--- src/rtl/wir_ctrl_pkg.sv ---
// Shared WIR constants for the IEEE 1500 wrapper: register width, opcodes,
// capture pattern and the legal-opcode check.
package wrapper_pkg;

  localparam int WIR_W = 3;

  localparam logic [WIR_W-1:0] WS_BYPASS  = 3'd0;
  localparam logic [WIR_W-1:0] WS_EXTEST  = 3'd1;
  localparam logic [WIR_W-1:0] WP_EXTEST  = 3'd2;
  localparam logic [WIR_W-1:0] WS_PRELOAD = 3'd3;
  localparam logic [WIR_W-1:0] WS_INTEST  = 3'd4;

  // Loaded by CaptureWR so a shifted-out WIR always starts with a 1 on WSO.
  localparam logic [WIR_W-1:0] WIR_CAPTURE = 3'b001;

  function automatic logic is_legal(input logic [31:0] code);
    return code <= 32'(WS_INTEST);
  endfunction

endpackage

--- src/rtl/wir_ctrl_if.sv ---
// Serial control/data bundle between the wrapper TAP-side controller and wir_ctrl.
// master drives the wrapper controls, slave (wir_ctrl) returns WSO and decode outputs.
interface wir_ctrl_if #(
  parameter int WIR_W = wrapper_pkg::WIR_W
);

  logic             WSI;
  logic             SelectWIR;
  logic             ShiftWR;
  logic             CaptureWR;
  logic             UpdateWR;
  logic             WPSE;
  logic             wbr_so;
  logic             WSO;
  logic             wse_outputs;
  logic             hold_outputs;
  logic             wpp_sel;
  logic [WIR_W-1:0] instr;
  logic             illegal;
  logic             wpp_done;

  modport master (
    output WSI, SelectWIR, ShiftWR, CaptureWR, UpdateWR, WPSE, wbr_so,
    input  WSO, wse_outputs, hold_outputs, wpp_sel, instr, illegal, wpp_done
  );

  modport slave (
    input  WSI, SelectWIR, ShiftWR, CaptureWR, UpdateWR, WPSE, wbr_so,
    output WSO, wse_outputs, hold_outputs, wpp_sel, instr, illegal, wpp_done
  );

endinterface

--- src/rtl/wir_ctrl_wir_reg.sv ---
// WIR shift and update stages. Capture beats shift beats update; all controls
// are ignored unless the WIR path is selected.
module wir_reg
  import wrapper_pkg::*;
#(
  parameter int WIR_W = wrapper_pkg::WIR_W
) (
  input  logic             CLK,
  input  logic             resetn,
  input  logic             wsi_i,
  input  logic             sel_i,
  input  logic             shift_i,
  input  logic             capture_i,
  input  logic             update_i,
  output logic [WIR_W-1:0] shift_stage_o,
  output logic [WIR_W-1:0] update_stage_o
);

  localparam logic [WIR_W-1:0] CAPTURE_PAT = WIR_W'(WIR_CAPTURE);

  logic [WIR_W-1:0] shift_q;
  logic [WIR_W-1:0] shift_d;
  logic [WIR_W-1:0] update_q;
  logic [WIR_W-1:0] update_d;
  logic [WIR_W-1:0] shifted;

  // WSI enters at the MSB, the LSB moves out toward WSO.
  genvar gi;
  for (gi = 0; gi < WIR_W; gi++) begin : g_shift
    if (gi == WIR_W - 1) begin : g_msb
      assign shifted[gi] = wsi_i;
    end else begin : g_lower
      assign shifted[gi] = shift_q[gi+1];
    end
  end

  always_comb begin
    shift_d  = shift_q;
    update_d = update_q;
    if (sel_i) begin
      if (capture_i) begin
        shift_d = CAPTURE_PAT;
      end else if (shift_i) begin
        shift_d = shifted;
      end else if (update_i) begin
        update_d = shift_q;
      end
    end
  end

  always_ff @(posedge CLK or negedge resetn) begin
    if (!resetn) begin
      shift_q  <= '0;
      update_q <= '0;
    end else begin
      shift_q  <= shift_d;
      update_q <= update_d;
    end
  end

  assign shift_stage_o  = shift_q;
  assign update_stage_o = update_q;

endmodule

--- src/rtl/wir_ctrl.sv ---
// IEEE 1500 WIR controller: instruction decode, WBY, WSO mux and WBR control.
// Optional WP_EXTEST shift-length limiter enabled by defining WPP_SHIFT_CNT_EN.
module wir_ctrl
  import wrapper_pkg::*;
#(
  parameter int WIR_W   = wrapper_pkg::WIR_W,
  parameter int WBR_LEN = 8
) (
  input logic       CLK,
  input logic       resetn,
  wir_ctrl_if.slave wr
);

  localparam logic [WIR_W-1:0] OP_BYPASS  = WIR_W'(WS_BYPASS);
  localparam logic [WIR_W-1:0] OP_EXTEST  = WIR_W'(WS_EXTEST);
  localparam logic [WIR_W-1:0] OP_WPP     = WIR_W'(WP_EXTEST);
  localparam logic [WIR_W-1:0] OP_PRELOAD = WIR_W'(WS_PRELOAD);
  localparam logic [WIR_W-1:0] OP_INTEST  = WIR_W'(WS_INTEST);

  if (WBR_LEN < 1) begin : g_len_chk
    $error("wir_ctrl: WBR_LEN must be at least 1");
  end

  logic [WIR_W-1:0] shift_stage;
  logic [WIR_W-1:0] update_stage;
  logic [WIR_W-1:0] active_op;
  logic             code_legal;
  logic             is_byp;
  logic             is_ext;
  logic             is_wpp;
  logic             is_pre;
  logic             is_int;
  logic             wse_wpp;
  logic             done_pulse;
  logic             wby_q;
  logic             wby_d;

  wir_reg #(
    .WIR_W (WIR_W)
  ) u_wir_reg (
    .CLK            (CLK),
    .resetn         (resetn),
    .wsi_i          (wr.WSI),
    .sel_i          (wr.SelectWIR),
    .shift_i        (wr.ShiftWR),
    .capture_i      (wr.CaptureWR),
    .update_i       (wr.UpdateWR),
    .shift_stage_o  (shift_stage),
    .update_stage_o (update_stage)
  );

  // Undefined codes behave exactly like WS_BYPASS.
  assign code_legal = is_legal(32'(update_stage));
  assign active_op  = code_legal ? update_stage : OP_BYPASS;

  assign is_byp = (active_op == OP_BYPASS);
  assign is_ext = (active_op == OP_EXTEST);
  assign is_wpp = (active_op == OP_WPP);
  assign is_pre = (active_op == OP_PRELOAD);
  assign is_int = (active_op == OP_INTEST);

  always_comb begin
    wby_d = wby_q;
    if (!wr.SelectWIR && is_byp) begin
      if (wr.CaptureWR) begin
        wby_d = 1'b0;
      end else if (wr.ShiftWR) begin
        wby_d = wr.WSI;
      end
    end
  end

  always_ff @(posedge CLK or negedge resetn) begin
    if (!resetn) begin
      wby_q <= 1'b0;
    end else begin
      wby_q <= wby_d;
    end
  end

`ifdef WPP_SHIFT_CNT_EN
  localparam int               CNT_W   = $clog2(WBR_LEN + 1);
  localparam logic [CNT_W-1:0] CNT_MAX = CNT_W'(WBR_LEN);

  logic [CNT_W-1:0] cnt_q;
  logic [CNT_W-1:0] cnt_d;
  logic             done_q;
  logic             done_d;
  logic             cnt_full;

  assign cnt_full = (cnt_q == CNT_MAX);

  // Counter saturates at WBR_LEN; done fires only on the transition into saturation.
  always_comb begin
    cnt_d = '0;
    if (is_wpp && wr.WPSE) begin
      cnt_d = cnt_full ? cnt_q : cnt_q + 1'b1;
    end
    done_d = (cnt_d == CNT_MAX) && !cnt_full;
  end

  always_ff @(posedge CLK or negedge resetn) begin
    if (!resetn) begin
      cnt_q  <= '0;
      done_q <= 1'b0;
    end else begin
      cnt_q  <= cnt_d;
      done_q <= done_d;
    end
  end

  assign wse_wpp    = wr.WPSE & ~cnt_full;
  assign done_pulse = done_q;
`else
  assign wse_wpp    = wr.WPSE;
  assign done_pulse = 1'b0;
`endif

  assign wr.hold_outputs = is_ext | is_wpp | is_int;
  assign wr.wse_outputs  = ((is_ext | is_pre | is_int) & wr.ShiftWR & ~wr.SelectWIR)
                         | (is_wpp & wse_wpp);
  assign wr.wpp_sel      = is_wpp;
  assign wr.instr        = update_stage;
  assign wr.illegal      = ~code_legal;
  assign wr.wpp_done     = done_pulse;

  assign wr.WSO = wr.SelectWIR ? shift_stage[0] : (is_byp ? wby_q : wr.wbr_so);

endmodule

--- src/flat_wrapper.sv ---
// flat-port wrapper written by rule: the top's interface ports become plain ports
module wir_ctrl_flat import wrapper_pkg::*;
#(
  parameter int WIR_W   = wrapper_pkg::WIR_W,
  parameter int WBR_LEN = 8
)
  (CLK, resetn, wr_WSI, wr_SelectWIR, wr_ShiftWR, wr_CaptureWR, wr_UpdateWR, wr_WPSE, wr_wbr_so, wr_WSO, wr_wse_outputs, wr_hold_outputs, wr_wpp_sel, wr_instr, wr_illegal, wr_wpp_done);
  wir_ctrl_if #(.WIR_W(WIR_W)) wr_i ();
  input logic CLK;
  input logic resetn;
  input wire logic [$bits(wr_i.WSI)-1:0] wr_WSI;
  input wire logic [$bits(wr_i.SelectWIR)-1:0] wr_SelectWIR;
  input wire logic [$bits(wr_i.ShiftWR)-1:0] wr_ShiftWR;
  input wire logic [$bits(wr_i.CaptureWR)-1:0] wr_CaptureWR;
  input wire logic [$bits(wr_i.UpdateWR)-1:0] wr_UpdateWR;
  input wire logic [$bits(wr_i.WPSE)-1:0] wr_WPSE;
  input wire logic [$bits(wr_i.wbr_so)-1:0] wr_wbr_so;
  output wire logic [$bits(wr_i.WSO)-1:0] wr_WSO;
  output wire logic [$bits(wr_i.wse_outputs)-1:0] wr_wse_outputs;
  output wire logic [$bits(wr_i.hold_outputs)-1:0] wr_hold_outputs;
  output wire logic [$bits(wr_i.wpp_sel)-1:0] wr_wpp_sel;
  output wire logic [$bits(wr_i.instr)-1:0] wr_instr;
  output wire logic [$bits(wr_i.illegal)-1:0] wr_illegal;
  output wire logic [$bits(wr_i.wpp_done)-1:0] wr_wpp_done;
  assign wr_i.WSI = wr_WSI;
  assign wr_i.SelectWIR = wr_SelectWIR;
  assign wr_i.ShiftWR = wr_ShiftWR;
  assign wr_i.CaptureWR = wr_CaptureWR;
  assign wr_i.UpdateWR = wr_UpdateWR;
  assign wr_i.WPSE = wr_WPSE;
  assign wr_i.wbr_so = wr_wbr_so;
  assign wr_WSO = wr_i.WSO;
  assign wr_wse_outputs = wr_i.wse_outputs;
  assign wr_hold_outputs = wr_i.hold_outputs;
  assign wr_wpp_sel = wr_i.wpp_sel;
  assign wr_instr = wr_i.instr;
  assign wr_illegal = wr_i.illegal;
  assign wr_wpp_done = wr_i.wpp_done;
  wir_ctrl #(.WIR_W(WIR_W), .WBR_LEN(WBR_LEN)) u_core (.CLK(CLK), .resetn(resetn), .wr(wr_i));
endmodule
--- config.mk ---
export PLATFORM = sky130hd
export DESIGN_NAME = wir_ctrl_flat
export DESIGN_NICKNAME = d
export VERILOG_FILES = /design/src/rtl/wir_ctrl_pkg.sv /design/src/rtl/wir_ctrl_if.sv /design/src/rtl/wir_ctrl_wir_reg.sv /design/src/rtl/wir_ctrl.sv /design/src/flat_wrapper.sv
export SDC_FILE = /design/constraint.sdc
export NUM_CORES = 1
export LEC_CHECK = 0
export ABC_CLOCK_PERIOD_IN_PS = 1520
export BUFFER_PORTS_ARGS = -buffer_cell sky130_fd_sc_hd__buf_4
export CORE_AREA = 2 2 39 41
export CTS_BUF_LIST = sky130_fd_sc_hd__clkbuf_8
export CTS_CLUSTER_DIAMETER = 40
export DETAILED_ROUTE_END_ITERATION = 10
export DIE_AREA = 0 0 41 43
export PLACE_DENSITY = 0.66
export SYNTH_ARGS = -nofsm -noshare
export SYNTH_HDL_FRONTEND = slang
export SYNTH_SLANG_ARGS = --single-unit
--- constraint.sdc ---
create_clock -name CLK -period 1.52 [get_ports CLK]
set_input_delay 0.076 -clock CLK [delete_from_list [all_inputs] [get_ports CLK]]
set_output_delay 0.076 -clock CLK [all_outputs]
set_load 0.005 [all_outputs]
Yosys cells after proc, flatten, opt, wreduce, memory -nomap -nowiden
Cells that the tools add are included.
- register bits: 7
- bits of input ports: 9
- output and inout port bits: 9
- word-level logic and storage cells: 34
- magnitude comparators: 1
- eq/ne operators: 4
- multiplexer cells: 7
- bitwise operators: 12
- reductions and logical operators: 7
- operators with widths (operator ; count):
    2-to-1 mux 3 bit ; 3
    equality test 3 x 2 -> 1 bit (second input constant) ; 2
    OR 1 bit ; 5
    2-to-1 mux 1 bit ; 4
    NOT 1 bit ; 4
    AND reduction 2 bit ; 2
    AND reduction 4 bit ; 1
    bitwise AND 1 bit ; 3
    equality test 3 x 1 -> 1 bit (second input constant) ; 1
    equality test 3 bit (second input constant) ; 1
    less-or-equal comparator 3 bit (second input constant) ; 1
    logical NOT 3 bit ; 1
    nonzero test 2 bit ; 1
    logical AND 1 bit ; 1
    logical NOT 1 bit ; 1

Logic depth before layout (Yosys ltp)
- depth after elaboration: 8
- depth in mapped cells: 5

Cells and area by module
From an unflattened synthesis, not the netlist that was laid out.
- cell total of the unflattened synthesis: 46
- area total of the unflattened synthesis: 464.2 µm²
- by module, submodules not included (module ; times used ; cells an instance ; area an instance (µm²) ; sequential area each (µm²)):
    wir_reg ; 1 ; 20 ; 279.0 ; 150.1
    wir_ctrl ; 1 ; 26 ; 185.2 ; 25.0

Least setup slack after synthesis
OpenSTA, ideal clock, no wires.
- kind: register to register
- start point: reg u_core.u_wir_reg.update_q[0], in the netlist u_core.u_wir_reg.update_stage_o[0]
- end point: reg u_core.wby_q
- library setup time: 64 ps
- data arrival time: 1362 ps
- data required time: 1456 ps
- path slack: 94 ps
- cell stages (with the launch flop): 5
- period minus slack after synthesis: 1426 ps
- path through: dfrtp_1 -> buf_6 -> or3_4 -> a2111oi_4 -> a211o_1
- cells in the longest elaborated chain, start to end: 5
- RTL lines (element ; line ; RTL):
    start: declaration ; wir_ctrl_wir_reg.sv:23 ; logic [WIR_W-1:0] update_q;
    start signal: assignment ; wir_ctrl_wir_reg.sv:57 ; update_q <= update_d;
    less-or-equal comparator 3 bit ; wir_ctrl_pkg.sv:17 ; return code <= 32'(WS_INTEST);
    2-to-1 mux 3 bit (*) ; wir_ctrl.sv:54 ; assign active_op = code_legal ? update_stage : OP_BYPASS;
    logical NOT 3 bit (*) ; wir_ctrl.sv:56 ; assign is_byp = (active_op == OP_BYPASS);
    logical AND 1 bit (*) ; wir_ctrl.sv:64 ; if (!wr.SelectWIR && is_byp) begin
    AND reduction 2 bit (no source line) (*) ; n/a ;
    end signal: assignment ; wir_ctrl.sv:77 ; wby_q <= wby_d;
    end: declaration ; wir_ctrl.sv:35 ; logic wby_q;
Mark *: on every way between the ends. The rest lies on a longest branch, timed or not.
A chain may end at the register's enable or synchronous reset.

Final worst setup path
- start point: reg u_core.u_wir_reg.update_q[0], in the netlist u_core.u_wir_reg.update_stage_o[0]
- end point: out wr_WSO
- cells in the longest elaborated chain, start to end: 5
- RTL lines (element ; line ; RTL):
    less-or-equal comparator 3 bit ; wir_ctrl_pkg.sv:17 ;
    2-to-1 mux 3 bit (*) ; wir_ctrl.sv:54 ;
    logical NOT 3 bit (*) ; wir_ctrl.sv:56 ;
    2-to-1 mux 1 bit (*) (2 in series) ; wir_ctrl.sv:127 ; assign wr.WSO = wr.SelectWIR ? shift_stage[0] : (is_byp ? wby_q : wr.wbr_so);
    end: declaration ; flat_wrapper.sv:18 ; output wire logic [$bits(wr_i.WSO)-1:0] wr_WSO;
Marks and branches as above.

==> results.md <==
- Final worst path period need: 1.47 ns
- Final worst path period share: 96.7%
- Worst-path cell chain: or3_4, nand3_1, a31oi_1, buf_4
- FF+latch area: 178 sq um
- Post-CTS setup buffer count: 0
- Area contributors post-synth: dfrtp_1, mux2_1, a2111oi_4
- Clk Latency, worst-skew pair: 0.23 ns
- CP Class: flop to primary output
- Worst path max stage delay: 0.44 ns
- Placer Congestion: 0.748
- Required @ worst endpoint: 1.44 ns
- Reg-to-reg slack, setup: 0.13 ns
- Syn Nets: 57
- Hold slack: 0.119 ns
- Vias in the first global route: 389
- Yosys reg bits: 7
- Async set or reset register ratio after synthesis: 100%
- Fillers: 139
- Final hold violations: 0
- Setup crit start: u_core.u_wir_reg.update_stage_o[0]$_DFFE_PN0P_
- Overflow after GRT: 0
- Longest Clk Path Bufs: 2
- Status: finished clean
- Largest net degree at the start of global routing: 10
- Yosys warnings: 0
- Dpl cells: 78
- Synth-to-Final Area Change: 42.4%
- Final wirelength: 1000 um
- RR Endpoint: u_core.wby_q$_DFFE_PN0P_
- GRT Util Overall: 14.0%
- Initial Utilization: 34.7%
- CTS tree: done
- Worst path top cell family by delay: simple AND/OR/NAND/NOR gates
- Avg Vias per Cell: 4.95
- PwrDens: 1190 mW/mm^2
- Syn avg cell area: 10.0 sq um
- Fin nets: 77
- Register area share after synthesis: 36.5%
- Cell variety after synth: 28
- RSZ-0062 raised after global routing: true
- Cell taking the most area after synthesis: dfrtp_1
- Number of synthesized flops with an enable pin: 0
- Endpoint type of the worst setup path: primary output
- Setup crit start kind: flop
- Clk_skew: 0.00283 ns
- I/O pin cnt: 18
- VDD IR max: 0.556 mV
- Synth top cells by count: dfrtp_1, o21ai_0, mux2_1, nand2_1, nor2_1
- Root Driver: clkbuf_8
- First-pass GRT wire length: 1630 um
- Total stage count of the critical path: 4
- # setup viols final: 0
- Max frequency: 680 MHz
- Static Leak: 0.303 nW
- Met1 usage: 19.1%
- CP arrival: 1.39 ns
- CTS H-tree lvls: 1
- Row Count: 14
- Antenna-violating nets left: 0
- GR peak layer: met1
- Die ar.: 0.00176 sq mm
- Die span in y: 43 um
- Clk pin slew, worst setup/hold paths: 0.04 ns
- Vias: 411
- CP Buf/Inv Count: 1
- Core area: 0.00138 sq mm
- Cell at the slowest stage of the critical path: dfrtp_2
- WL/cell: 12.1 um
- Worst reg2reg path startpoint: u_core.u_wir_reg.update_stage_o[0]$_DFFE_PN0P_
- Worst Setup EP: wr_WSO
- Main flop type after synthesis: dfrtp_1
- Layout cells sized above 1: 46.3%
- Total of max-cap violations: 0
- Top cell type's share of synthesized area: 36.5%
- Drt first pass iters: 4
- Met2 usage: 18.1%
- ANT cells: 0
- CTS Buf Count: 3
- Hold crit path type: primary input to flop
- Non-Filler Instances: 83
- Most numerous cell in the Yosys netlist: dfrtp_1
- Remaining DRCs: 0
- Sink Count: 7
- Area of the multi-input gates: 285 sq um
- Antenna violations before repair: 0
- Final max-slew violation count: 0
- Buffers on Ports: 16
- Mapped cell area: 480 sq um
- Cells after synthesis: 48
- Power, Total: 0.000815 W
- Worst r2r path cells: 3
- DR iter-0 viols: 5
- Die W: 41 um
- Peak fanout along the critical path: 5
- M3 GR Usage: 3.66%
## area by class of cell
| cell class | instances | share of cell area, % |
|---|---|---|
| timing repair buffer | 19 | 21.2 |
| inverter | 3 | 1.65 |
| clock buffer | 3 | 6.03 |
| clock inverter | 1 | 0.548 |
| sequential | 7 | 26.0 |
| tap | 16 | 2.93 |
| multi-input combinational | 34 | 41.7 |
## worst min-delay path by stage
stage / start / to / slack (ns) / cells past startpoint
3_5_place_dp: resetn / u_core.wby_q$_DFFE_PN0P_ / -0.10 / 1
6_report: wr_CaptureWR / u_core.u_wir_reg.shift_stage_o[1]$_DFFE_PN0P_ / 0.12 / 2
3_3_place_gp: resetn / u_core.wby_q$_DFFE_PN0P_ / -0.11 / 1
4_1_cts: wr_CaptureWR / u_core.u_wir_reg.shift_stage_o[1]$_DFFE_PN0P_ / 0.12 / 2
2_1_floorplan: resetn / u_core.u_wir_reg.shift_stage_o[0]$_DFFE_PN0P_ / -0.22 / 0
5_1_grt: wr_CaptureWR / u_core.u_wir_reg.shift_stage_o[1]$_DFFE_PN0P_ / 0.15 / 2
## worst register-to-register path, delay by kind of cell (launching register included)
| kind | cells | cell delay, ns |
|---|---|---|
| AO/OA/AOI/OAI | 2 | 0.48 |
| AND/OR/NAND/NOR | 1 | 0.42 |
| flip-flops | 1 | 0.44 |
## metrics by stage
stage	utilization, %	TNS [ns]	worst slack (ns)	instance area [sq um]
floorplan	-	0	0.0940	480
global placement	43.8	0	0.182	606
detailed placement	43.8	0	0.147	606
CTS	48.0	0	0.0366	664
global route	49.5	-0.00715	-0.00715	684
finish	49.5	0	0.0496	684
## where the power goes
group	leakage [nW]	switching (W)	total, W	internal, W
clock network	0.0269	0.0000853	0.000260	0.000175
logic	0.191	0.000120	0.000288	0.000168
registers	0.0854	0.0000416	0.000267	0.000225
## sequential cells by signal, summed over array words and instances, names as in the netlist
name / cells
u_core.u_wir_reg.update_stage_o: 3
u_core.wby_q: 1
u_core.u_wir_reg.shift_stage_o: 3
## metal layers
metal	share of wire [%]	wire length (um)
met3	7.1	71
met4	1.7	17
met2	43	428
met1	49	487
met5	0	0
## timing repair
action / in CTS / in global routing
pin swaps: 0 / 0
endpoints found under the setup margin: 1 / 1
hold endpoints to repair: 7 / 0
resized for setup: 1 / 6
hold buffers: 1 / 0
## cells in the final DEF, fill, tap and decap left out, types with 2 or more instances in the layout
cell type  count
o21ai_0        3
dfrtp_2        2
inv_1          2
a31oi_1        2
inv_2          2
nand2_1        3
dfrtp_1        5
clkbuf_8       3
mux2_1         3
buf_4         18
nand3_1        2
nor2_1         3
## cells by family after synthesis
group / count (synthesis) / synth area share, %
multiplexers: 4 / 9.11
flip-flops: 7 / 36.5
buffers and inverters: 7 / 8.59
XOR/XNOR: 1 / 1.82
other: 1 / 0.781
AND/OR/NAND/NOR: 14 / 19.5
AO/OA/AOI/OAI: 14 / 23.7
Power figures use the tool's default switching activity.
